===== config.mk =====
export PLATFORM = sky130hd
export DESIGN_NAME = cacheline_adaptor_flat
export DESIGN_NICKNAME = d
export VERILOG_FILES = /design/src/rtl/cache_pkg.sv /design/src/rtl/cacheline_adaptor_if.sv /design/src/rtl/cacheline_adaptor.sv /design/src/flat_wrapper.sv
export SDC_FILE = /design/constraint.sdc
export NUM_CORES = 1
export LEC_CHECK = 0
export ABC_AREA = 1
export CAP_MARGIN = 15
export CORE_MARGIN = 2
export CORE_UTILIZATION = 40
export CTS_CLUSTER_DIAMETER = 80
export DETAILED_ROUTE_END_ITERATION = 8
export HOLD_SLACK_MARGIN = 0.15
export PLACE_DENSITY = 0.69
export SYNTH_ARGS = -nofsm -noshare
export SYNTH_HDL_FRONTEND = slang
export SYNTH_SLANG_ARGS = --single-unit

===== constraint.sdc =====
create_clock -name clk -period 2.5 [get_ports clk]
set_input_delay 0.625 -clock clk [delete_from_list [all_inputs] [get_ports clk]]
set_output_delay 0.625 -clock clk [all_outputs]
set_load 0.01 [all_outputs]

===== src/rtl/cache_pkg.sv =====
// Shared cache-side types and default geometry for the line/burst adaptor.
package cache_pkg;

    localparam int unsigned DEF_S_OFFSET = 5;
    localparam int unsigned DEF_S_LINE   = 256;
    localparam int unsigned DEF_S_BURST  = 64;

    typedef enum logic [1:0] {
        IDLE  = 2'd0,
        READ  = 2'd1,
        WRITE = 2'd2,
        DONE  = 2'd3
    } adaptor_state_t;

endpackage


===== src/rtl/cacheline_adaptor_if.sv =====
// Cache-side line port plus memory-side burst port of the adaptor.
interface cacheline_adaptor_if #(
    parameter int unsigned S_LINE  = cache_pkg::DEF_S_LINE,
    parameter int unsigned S_BURST = cache_pkg::DEF_S_BURST
);

    logic [31:0]        line_address_i;
    logic               line_read_i;
    logic               line_write_i;
    logic [S_LINE-1:0]  line_wdata_i;
    logic [S_LINE-1:0]  line_rdata_o;
    logic               line_resp_o;

    logic [31:0]        burst_address_o;
    logic               burst_read_o;
    logic               burst_write_o;
    logic [S_BURST-1:0] burst_wdata_o;
    logic [S_BURST-1:0] burst_rdata_i;
    logic               burst_resp_i;

    // Environment view: issues line requests and plays the memory.
    modport master (
        output line_address_i, line_read_i, line_write_i, line_wdata_i,
        output burst_rdata_i, burst_resp_i,
        input  line_rdata_o, line_resp_o,
        input  burst_address_o, burst_read_o, burst_write_o, burst_wdata_o
    );

    // Adaptor view.
    modport slave (
        input  line_address_i, line_read_i, line_write_i, line_wdata_i,
        input  burst_rdata_i, burst_resp_i,
        output line_rdata_o, line_resp_o,
        output burst_address_o, burst_read_o, burst_write_o, burst_wdata_o
    );

endinterface


===== src/rtl/cacheline_adaptor.sv =====
// Converts one cache line request into a fixed-length burst on the memory bus,
// gathering read beats into a line or serialising a write-back line into beats.
module cacheline_adaptor
    import cache_pkg::*;
#(
    parameter int unsigned S_OFFSET = DEF_S_OFFSET,
    parameter int unsigned S_LINE   = DEF_S_LINE,
    parameter int unsigned S_BURST  = DEF_S_BURST
) (
    input  logic                clk,
    input  logic                rst,
    cacheline_adaptor_if.slave  bus
);

    localparam int unsigned BEATS = S_LINE / S_BURST;
    localparam int unsigned CNT_W = (BEATS > 1) ? $clog2(BEATS) : 1;
    localparam logic [CNT_W-1:0] LAST_BEAT = CNT_W'(BEATS - 1);
    localparam logic [31:0] ADDR_MASK = ~(32'((1 << S_OFFSET) - 1));

    adaptor_state_t      r_state, w_state_nxt;
    logic [CNT_W-1:0]    r_cnt, w_cnt_nxt;
    logic [S_LINE-1:0]   r_line, w_line_nxt;
    logic [S_LINE-1:0]   r_rdata, w_rdata_nxt;
    logic [31:0]         r_addr, w_addr_nxt;
    logic [S_BURST-1:0]  r_wdata, w_wdata_nxt;
    logic                r_read, w_read_nxt;
    logic                r_write, w_write_nxt;
    logic                r_resp, w_resp_nxt;
    logic [S_LINE-1:0]   w_slot_fill;

    // Next-state and next-output computation.
    always_comb begin
        w_state_nxt = r_state;
        w_cnt_nxt   = r_cnt;
        w_line_nxt  = r_line;
        w_rdata_nxt = r_rdata;
        w_addr_nxt  = r_addr;
        w_wdata_nxt = r_wdata;

        w_slot_fill = r_line;
        w_slot_fill[int'(r_cnt) * S_BURST +: S_BURST] = bus.burst_rdata_i;

        case (r_state)
            IDLE: begin
                if (bus.line_write_i) begin
                    w_state_nxt = WRITE;
                    w_addr_nxt  = bus.line_address_i & ADDR_MASK;
                    w_line_nxt  = bus.line_wdata_i;
                    w_wdata_nxt = bus.line_wdata_i[S_BURST-1:0];
                    w_cnt_nxt   = '0;
                end else if (bus.line_read_i) begin
                    w_state_nxt = READ;
                    w_addr_nxt  = bus.line_address_i & ADDR_MASK;
                    w_cnt_nxt   = '0;
                end
            end
            READ: begin
                if (bus.burst_resp_i) begin
                    w_line_nxt = w_slot_fill;
                    w_cnt_nxt  = r_cnt + CNT_W'(1);
                    if (r_cnt == LAST_BEAT) begin
                        w_state_nxt = DONE;
                        w_rdata_nxt = w_slot_fill;
                    end
                end
            end
            WRITE: begin
                if (bus.burst_resp_i) begin
                    w_cnt_nxt = r_cnt + CNT_W'(1);
                    if (r_cnt == LAST_BEAT) begin
                        w_state_nxt = DONE;
                    end else begin
                        w_wdata_nxt = r_line[(int'(r_cnt) + 1) * S_BURST +: S_BURST];
                    end
                end
            end
            DONE:    w_state_nxt = IDLE;
            default: w_state_nxt = IDLE;
        endcase

        w_read_nxt  = (w_state_nxt == READ);
        w_write_nxt = (w_state_nxt == WRITE);
        w_resp_nxt  = (w_state_nxt == DONE);
    end

    // State and registered outputs; a reset mid-burst drops the partial line.
    always_ff @(posedge clk) begin
        if (!rst) begin
            r_state <= IDLE;
            r_cnt   <= '0;
            r_line  <= '0;
            r_rdata <= '0;
            r_addr  <= '0;
            r_wdata <= '0;
            r_read  <= 1'b0;
            r_write <= 1'b0;
            r_resp  <= 1'b0;
        end else begin
            r_state <= w_state_nxt;
            r_cnt   <= w_cnt_nxt;
            r_line  <= w_line_nxt;
            r_rdata <= w_rdata_nxt;
            r_addr  <= w_addr_nxt;
            r_wdata <= w_wdata_nxt;
            r_read  <= w_read_nxt;
            r_write <= w_write_nxt;
            r_resp  <= w_resp_nxt;
        end
    end

    assign bus.line_rdata_o    = r_rdata;
    assign bus.line_resp_o     = r_resp;
    assign bus.burst_address_o = r_addr;
    assign bus.burst_read_o    = r_read;
    assign bus.burst_write_o   = r_write;
    assign bus.burst_wdata_o   = r_wdata;

endmodule


===== src/flat_wrapper.sv =====
// flat-port wrapper written by rule: the top's interface ports become plain ports
module cacheline_adaptor_flat import cache_pkg::*;
#(
    parameter int unsigned S_OFFSET = DEF_S_OFFSET,
    parameter int unsigned S_LINE   = DEF_S_LINE,
    parameter int unsigned S_BURST  = DEF_S_BURST
)
  (clk, rst, bus_line_address_i, bus_line_read_i, bus_line_write_i, bus_line_wdata_i, bus_burst_rdata_i, bus_burst_resp_i, bus_line_rdata_o, bus_line_resp_o, bus_burst_address_o, bus_burst_read_o, bus_burst_write_o, bus_burst_wdata_o);
  cacheline_adaptor_if #(.S_LINE(S_LINE), .S_BURST(S_BURST)) bus_i ();
  input  logic clk;
  input  logic rst;
  input wire logic [$bits(bus_i.line_address_i)-1:0] bus_line_address_i;
  input wire logic [$bits(bus_i.line_read_i)-1:0] bus_line_read_i;
  input wire logic [$bits(bus_i.line_write_i)-1:0] bus_line_write_i;
  input wire logic [$bits(bus_i.line_wdata_i)-1:0] bus_line_wdata_i;
  input wire logic [$bits(bus_i.burst_rdata_i)-1:0] bus_burst_rdata_i;
  input wire logic [$bits(bus_i.burst_resp_i)-1:0] bus_burst_resp_i;
  output wire logic [$bits(bus_i.line_rdata_o)-1:0] bus_line_rdata_o;
  output wire logic [$bits(bus_i.line_resp_o)-1:0] bus_line_resp_o;
  output wire logic [$bits(bus_i.burst_address_o)-1:0] bus_burst_address_o;
  output wire logic [$bits(bus_i.burst_read_o)-1:0] bus_burst_read_o;
  output wire logic [$bits(bus_i.burst_write_o)-1:0] bus_burst_write_o;
  output wire logic [$bits(bus_i.burst_wdata_o)-1:0] bus_burst_wdata_o;
  assign bus_i.line_address_i = bus_line_address_i;
  assign bus_i.line_read_i = bus_line_read_i;
  assign bus_i.line_write_i = bus_line_write_i;
  assign bus_i.line_wdata_i = bus_line_wdata_i;
  assign bus_i.burst_rdata_i = bus_burst_rdata_i;
  assign bus_i.burst_resp_i = bus_burst_resp_i;
  assign bus_line_rdata_o = bus_i.line_rdata_o;
  assign bus_line_resp_o = bus_i.line_resp_o;
  assign bus_burst_address_o = bus_i.burst_address_o;
  assign bus_burst_read_o = bus_i.burst_read_o;
  assign bus_burst_write_o = bus_i.burst_write_o;
  assign bus_burst_wdata_o = bus_i.burst_wdata_o;
  cacheline_adaptor #(.S_OFFSET(S_OFFSET), .S_LINE(S_LINE), .S_BURST(S_BURST)) u_core (.clk(clk), .rst(rst), .bus(bus_i));
endmodule

## Word-level counts from Yosys, hierarchy flattened

Index checks and enable logic that the tools add are counted.

| operators by class | value |
|---|---|
| add/sub/neg operators | 3 |
| equal/unequal tests | 13 |
| shift-type cells | 3 |
| multiplexer cells | 19 |
| reductions and logical operators | 11 |

Operators with widths:

| kind | number |
|---|---|
| $mux 256 | 2 |
| $pmux 256 s2 | 1 |
| $bwmux 256 | 1 |
| $shift 64x34->256 const A | 1 |
| $shiftx 256x33->64 | 1 |
| $shiftx 64x34->256 | 1 |
| $mux 64 | 3 |
| $pmux 64 s2 | 1 |
| $mux 32 | 2 |
| $neg 8->34 | 1 |
| $mux 2 | 7 |
| $eq 2x2->1 const B | 5 |
| $reduce_and 3->1 | 3 |
| $ne 2x2->1 const B | 4 |
| $reduce_bool 2->1 | 4 |
| $pmux 2 s3 | 1 |
| $eq 2x1->1 const B | 2 |
| $pmux 2 s2 | 1 |
| $reduce_and 4->1 | 1 |
| $add 2x1->3 const B | 1 |
| $ne 3x3->1 const B | 1 |
| $add 2x1->2 const B | 1 |
| $logic_not 2->1 | 1 |
| $ne 2x1->1 const B | 1 |
| other kinds (2) | 2 |

| storage, ports and cells | value |
|---|---|
| register bits after elaboration | 615 |
| bits of input ports | 357 |
| output and inout port bits | 355 |
| word-level logic and storage cells | 58 |

## Longest topological paths before layout

Gate-level depths: netlist of run 1.

| logic depth | value |
|---|---|
| depth in word-level cells | 5 |
| mapped depth | 13 |
| mapped depth without buffers | 9 |

## Worst setup path before layout of run 1

Ideal clock, no wire load.

| timing path | value |
|---|---|
| kind | reg2reg |
| start point | register u_core.r_cnt[0] |
| end point | register u_core.r_rdata[4], in the netlist u_core.bus.line_rdata_o[4] |
| library setup time | 0.115 ns |
| arrival time | 2.120 ns |
| required time | 2.385 ns |
| slack | 0.264 ns |
| cell stages (with the launch flop) | 10 |
| buffers on the path | 4 |
| clock period less this slack | 2.236 ns |
| path through | dfxtp_1 > inv_2 > clkbuf_1 > clkbuf_1 > ha_1 > clkbuf_1 > clkbuf_1 > o21ai_0 > o21ai_0 > inv_1 |

| between the ends | value |
|---|---|
| cells in the longest elaborated chain, start to end | 3 |
| elaborated cells on any way between the ends | 6 |
| classes of those cells | add/sub: 1; eq/ne: 1; shift: 2; mux: 1; reduce/logical: 1 |

Ends and longest elaborated chain:

| item | RTL line | text |
|---|---|---|
| start, declared | cacheline_adaptor.sv:21 | `logic [CNT_W-1:0] r_cnt, w_cnt_nxt;` |
| start signal, assigned | cacheline_adaptor.sv:100 | `r_cnt <= w_cnt_nxt;` |
| $neg 8->34 | cacheline_adaptor.sv:41 | `w_slot_fill[int'(r_cnt) * S_BURST +: S_BURST] = bus.burst_rdata_i;` |
| $shiftx 64x34->256 / $shift 64x34->256 (equally long branches) | cacheline_adaptor.sv:41 |  |
| $bwmux 256 | cacheline_adaptor.sv:41 |  |
| end signal, assigned | cacheline_adaptor.sv:102 | `r_rdata <= w_rdata_nxt;` |
| end, declared | cacheline_adaptor.sv:23 | `logic [S_LINE-1:0] r_rdata, w_rdata_nxt;` |

Several ways; a longest one is shown, not always the timed one.
A chain may end at the register's enable or synchronous reset.

## Worst setup path after layout of run 1

| timing path | value |
|---|---|
| start point | register u_core.r_rdata[222], in the netlist u_core.bus.line_rdata_o[222] |
| end point | output bus_line_rdata_o[222] |

RTL lines:

| item | RTL line | text |
|---|---|---|
| end, declared | flat_wrapper.sv:18 | `output wire logic [$bits(bus_i.line_rdata_o)-1:0] bus_line_rdata_o;` |

No word-level cell between the ends.

==> qor.yml, run 1 <==
critical_path:
  worstPathArrival_ns: 1.65
  cp-start-kind: "flop"
  cp-end-kind: "primary output"
  cp_slowest_cell: "clkdlybuf4s50_1"
  slowest_delay_ns: 0.71
  crit_family: "buffers and inverters"
  path_buf_inv: 1
  cp_cell_sequence: "clkdlybuf4s50_1"
  cp.required_ns: 1.88
  path_class: "flop to primary output"
  crit_fanout: 2
timing:
  tightestPinTransition_ns: 0.947
  fin_crit_sh_pct: 91.1
  max_freq_ghz: 0.439
  hold_viol: 0
  rsz0062_at_grt: "false"
  finalCriticalPeriod_ns: 2.28
  drv_slew: 0
  timing.setup.tns_ns: 0
  setup_viol: 0
  max_slew_margin_pct: 36.8
  skew_ns: 0.0305
synthesis:
  synthTopCellsByArea: "dfxtp_1, nand2_1, a21oi_1"
  syn_area_per_cell_sq_um: 5.99
  ys_seq_elements: 610
  synth_area_sq_um: 33000
  synth_area_leader_cell: "dfxtp_1"
  synth_cell_types: 23
  seq_area_frac_synth_pct: 37.0
  synth_top_area_share_pct: 37.0
  ys_warn_count: 0
  synth_cells: 5513
placement:
  hpwlAfterDp_um: 85400
  place.gp.congestion: 0.892
  io_buffers: 701
  placed_cell_area_sq_um: 41100
outcome:
  status: "completed"
global_route:
  grt_pass1_vias: 33267
  antenna_found_initial: 20
  grt_max_degree: 150
  grt_pass1_wl_um: 198000
  grt_usage_pct: 29.8
  overflow: 0
clock_tree:
  ctsResizeCount: 0
  cts_tree: "done"
  cts_num_sinks: 610
  root_buffer: "clkbuf_16"
  path_clk_slew_ns: 0.06
  h-tree-depth: 3
  postCtsSetupRepairBufs: 0
  hold_buffers: 0
  clock_latency_ns: 0.63
  clock_path_buffers: 3
  numCtsBuffers: 76
power:
  p_leak_nw: 21.3
  switching_share_pct: 33.1
  seqPwrFrac_pct: 36.3
  peakVddDrop_mv: 0.541
  combPwrFrac_pct: 25.3
  powerDensity_nw_per_um2: 690
  p_sw_mw: 9.99
  p_int_mw: 20.2
  power_frac_clock_pct: 38.4
finish:
  multi_input_area_sq_um: 15400
  area_growth_syn_to_layout_pct: 32.4
  layout_commonest_cell: "nand2_1"
  layout.area.seq_sq_um: 12200
  finish.net_count: 6366
  fillerInstances: 8186
  layout_common_cells: "nand2_1, inv_1, a21oi_1"
  fin_area_sq_um: 43700
  drive_above_1_share_pct: 5.07
detailed_routing:
  drc: 0
  first_pass_iters: 6
  wl_per_cell_um: 18.6
  drt-total-wl_um: 133000
  postRouteAntennaNets: 0
  vias: 36184
  viasPerCell: 5.07
  drtIter0Drc: 3417
flow_run:
  drv_cap: 0
floorplanning:
  dieWidth_um: 291
  core_area_sq_um: 82000
  die_y_um: 291
  num_io_pins: 712
  rows: 105
  fp.dieArea_sq_um: 84900
  start_util_pct: 40.3
min_path:
  hp-class: "input pin to flop"
## cells by family after synthesis
logic type	share of synthesized area, %
simple gates	27.9
buf+inv	16.8
compound gates	17.9
flops	37.0
fa+ha+maj	0.379
other cells	0.0114
## power by group through the flow
stage               Sequential [mW]  Clock, mW  Combinational (mW)
floorplan                      11.1          0                4.34
global route                   11.0       12.2                8.37
detailed placement             11.1          0                7.50
CTS                            10.9       11.8                7.55
finish                         11.0       11.6                7.64
global placement               11.1          0                7.42
## sequential cells by signal, indices dropped and copies added (netlist names)
name and cells:
u_core.bus.line_rdata_o 256, u_core.r_line 256, u_core.bus.burst_wdata_o 64, u_core.bus.burst_address_o 27, u_core.r_cnt 2, u_core.r_state 2
u_core.bus.burst_read_o 1, u_core.bus.burst_write_o 1, u_core.bus.line_resp_o 1
## final timing paths
kind | cells past startpoint | startpoint | slack [ns] | endpoint
worst max register to register | 9 | u_core.r_state[1] | 0.27 | u_core.r_line[238]
worst min-delay path | 3 | rst | 0.33 | u_core.bus.burst_wdata_o[12]
worst min register to register | 2 | u_core.bus.burst_address_o[21] | 0.48 | u_core.bus.burst_address_o[21]
worst max-delay path | 1 | u_core.bus.line_rdata_o[222] | 0.22 | bus_line_rdata_o[222]
## cell type report
class / instances / share of cell area [%]
Multi-Input combinational cell: 3518 / 35.2
Sequential cell: 610 / 27.9
Timing Repair Buffer: 792 / 19.1
Inverter: 1001 / 8.66
Clock buffer: 106 / 5.09
Tap cell: 1070 / 3.06
Clock inverter: 31 / 0.884
Antenna cell: 11 / 0.0629
## metal layers
metal | vias to the layer above | part of all wire (%) | global-route usage, %
met3 | 380 | 9.2 | 6.05
met2 | 1762 | 46 | 48.5
li1 | 17767 | - | -
met4 | 16 | 5.1 | 15.7
met1 | 16259 | 40 | 37.3
met5 | - | 0.075 | 0
## synth_stat cells
master / instances
nand3_4: 1
nor2_1: 175
clkinv_1: 2
buf_6: 22
nand3_1: 260
nor2_2: 3
o21ai_1: 173
conb_1: 1
buf_2: 113
inv_1: 991
nand3_2: 1
dfxtp_1: 610
buf_1: 24
nor3_1: 1
nand2_1: 1813
clkbuf_1: 223
inv_2: 8
ha_1: 10
o21ai_0: 178
a21oi_1: 833
nor2_4: 1
or2_2: 64
buf_4: 6
## metrics by stage
step           power, mW  util, %  hold WS [ns]  setup WS, ns  cells
2_1_floorplan       15.5        -         0.492         0.264   5517
3_3_place_gp        18.5     50.1         0.462        0.0801   6991
3_5_place_dp        18.6     50.1         0.471        0.0351   6991
4_1_cts             30.2     53.3         0.298         0.208   7128
5_1_grt             31.6     53.3         0.327         0.144   7139
6_report            30.2     53.3         0.331         0.222   7139
(Power assumes the default switching activity.)
==> run 2, diff against run 1 <==
- clock period: 2.5 -> 2.4 ns (I/O delays scaled with it)
==> run 2 against run 1 <==
  * First-iteration DRC count grew 2.4%
  * Cell area increased by 0.42%
  * Combinational power up 5.2%
  * Total power grew 4.1%
  * Non-clock buffer count rose by 18
  * Count of clock-buffer cells in the layout is 2 higher
  * Critical path type unchanged
  * Routed wire length is 0.10% lower
  * Highest routed layer unchanged
  * Clock skew is 0.0035 ns lower
  * Largest power group unchanged
  * Global-route usage about the same
  * Hold slack worse by 0.0051 ns
  * Register-to-register slack lost 0.11 ns
==> qor.yml, run 2 (synthesized netlist as in run 1, its figures left out) <==
outcome:
  status: "completed"
critical_path:
  cp_slowest_cell: "clkdlybuf4s50_1"
  crit_cells: 1
  timing.critical_path.from: "u_core.bus.line_rdata_o[169]"
  crit_family: "buffers and inverters"
  crit_fanout: 2
  cp_cell_sequence: "clkdlybuf4s50_1"
  worstReg2RegStart: "u_core.r_cnt[0]"
  r2r_slack_ns: 0.16
  rr_endpoint: "u_core.r_line[208]"
  slowest_delay_ns: 0.66
  cp-end-kind: "primary output"
  crit_end: "bus_line_rdata_o[169]"
  path_buf_inv: 1
  r2r.worst_path.cells: 9
  cp-start-kind: "flop"
  worstPathArrival_ns: 1.64
  cp.required_ns: 1.80
  path_class: "flop to primary output"
placement:
  io_buffers: 701
  place.gp.congestion: 0.882
  hpwlAfterDp_um: 85700
  dp_cells: 7007
floorplanning:
  rows: 105
  dieWidth_um: 291
  fp.dieArea_sq_um: 84900
  core_area_sq_um: 82000
  start_util_pct: 40.3
  die_y_um: 291
  num_io_pins: 712
global_route:
  antenna_found_initial: 24
  grt_max_degree: 125
  grt_use_met3_pct: 6.30
  grt_usage_pct: 29.8
  gr-usage-met2_pct: 48.8
  grt_pass1_vias: 33272
  met1_usage_pct: 37.3
  busiest_layer: "met2"
  grt_pass1_wl_um: 198000
  overflow: 0
detailed_routing:
  postRouteAntennaNets: 0
  drtIter0Drc: 3500
  first_pass_iters: 6
  drc: 0
  wl_per_cell_um: 18.5
  viasPerCell: 5.05
  vias: 36183
  drt-total-wl_um: 132000
flow_run:
  drv_cap: 0
finish:
  drive_above_1_share_pct: 5.35
  final_cells: 7159
  finish.net_count: 6383
  layout_common_cells: "nand2_1, inv_1, a21oi_1"
  layout_commonest_cell: "nand2_1"
  final_util_pct: 53.6
  area_growth_syn_to_layout_pct: 32.9
timing:
  max_slew_margin_pct: 42.3
  max_freq_ghz: 0.446
  drv_slew: 0
  rsz0062_at_grt: "false"
  finalCriticalPeriod_ns: 2.24
  fin_crit_sh_pct: 93.4
  tightestPinTransition_ns: 0.865
  skew_ns: 0.0271
  hold_viol: 0
  timing.setup.tns_ns: 0
  setup_viol: 0
clock_tree:
  cts_tree: "done"
  path_clk_slew_ns: 0.06
  hold_buffers: 0
  root_buffer: "clkbuf_16"
  clock_path_buffers: 3
  numCtsBuffers: 75
  clock_latency_ns: 0.63
  h-tree-depth: 3
  cts_num_sinks: 610
power:
  p_leak_nw: 21.4
  switching_share_pct: 33.2
  combPwrFrac_pct: 25.6
  powerDensity_nw_per_um2: 716
  p_sw_mw: 10.4
  p_int_mw: 21.0
  power_frac_clock_pct: 38.1
  p_total_mw: 31.4
  peakVddDrop_mv: 0.720
  seqPwrFrac_pct: 36.3
min_path:
  hp-class: "input pin to flop"
[run 2: changes by cell type in the layout (fill, tap and decap cells not counted), moves of 2 or more]
cell | before | now
buf_4 | 38 | 51
diode_2 | 11 | 15
buf_12 | 53 | 55
clkinv_8 | 1 | 3
clkbuf_8 | 17 | 21
inv_8 | 2 | 4
clkbuf_1 | 11 | 9
bufinv_16 | 7 | 5
buf_6 | 0 | 2
[run 2: final cells by class]
class / instances / area, sq um
Sequential cell: 610 / 12200
Clock buffer: 108 / 2270
Clock inverter: 27 / 325
Tap cell: 1070 / 1340
Antenna cell: 15 / 37.5
Fill cell: 8109 / 38100
Timing Repair Buffer: 810 / 8560
Inverter: 1001 / 3790
Multi-Input combinational cell: 3518 / 15400
[run 2: stage by stage]
stage | setup slack [ns] | hold slack, ns | cell area [sq um]
after floorplan | 0.164 | 0.492 | 33100
after global placement | 0.110 | 0.463 | 41200
after detailed placement | 0.0853 | 0.471 | 41200
after CTS | 0.0724 | 0.308 | 43800
after global routing | 0.0221 | 0.321 | 43900
final | 0.159 | 0.326 | 43900
[run 2: how the worst min path moves through the flow]
stage	from	slack [ns]	endpoint	cells after the start
6_report	rst	0.33	u_core.bus.burst_wdata_o[12]	3
5_1_grt	rst	0.32	u_core.bus.burst_wdata_o[11]	3
4_1_cts	rst	0.31	u_core.bus.burst_wdata_o[12]	3
3_5_place_dp	u_core.bus.burst_address_o[8]	0.47	u_core.bus.burst_address_o[8]	2
3_3_place_gp	u_core.bus.burst_address_o[21]	0.46	u_core.bus.burst_address_o[21]	2
2_1_floorplan	u_core.r_line[0]	0.49	u_core.r_line[0]	4
[run 2: power groups by stage]
stage               sequential (mW)  clock, mW  combinational, mW
finish                         11.4       12.0               8.04
global route                   11.5       12.5               8.78
CTS                            11.4       12.2               7.94
detailed placement             11.6          0               7.89
global placement               11.6          0               7.81
floorplan                      11.6          0               4.52
[run 2: worst min-delay path, stage by stage]
cell	delay [ns]
buf_8	0.16
nand2_1	0.10
a21oi_1	0.03
[run 2: per-layer routing]
layer | vias to the layer above | share of wire (%)
li1 | 17840 | -
met1 | 16283 | 40
met2 | 1693 | 46
met3 | 351 | 9.5
met4 | 16 | 4.6
met5 | - | 0.071
[run 2: repair_timing]
item / 4_1_cts / 5_1_grt
gates resized for setup: 0 / 3
buffers inserted: 0 / 2
setup endpoints to repair: 0 / 27
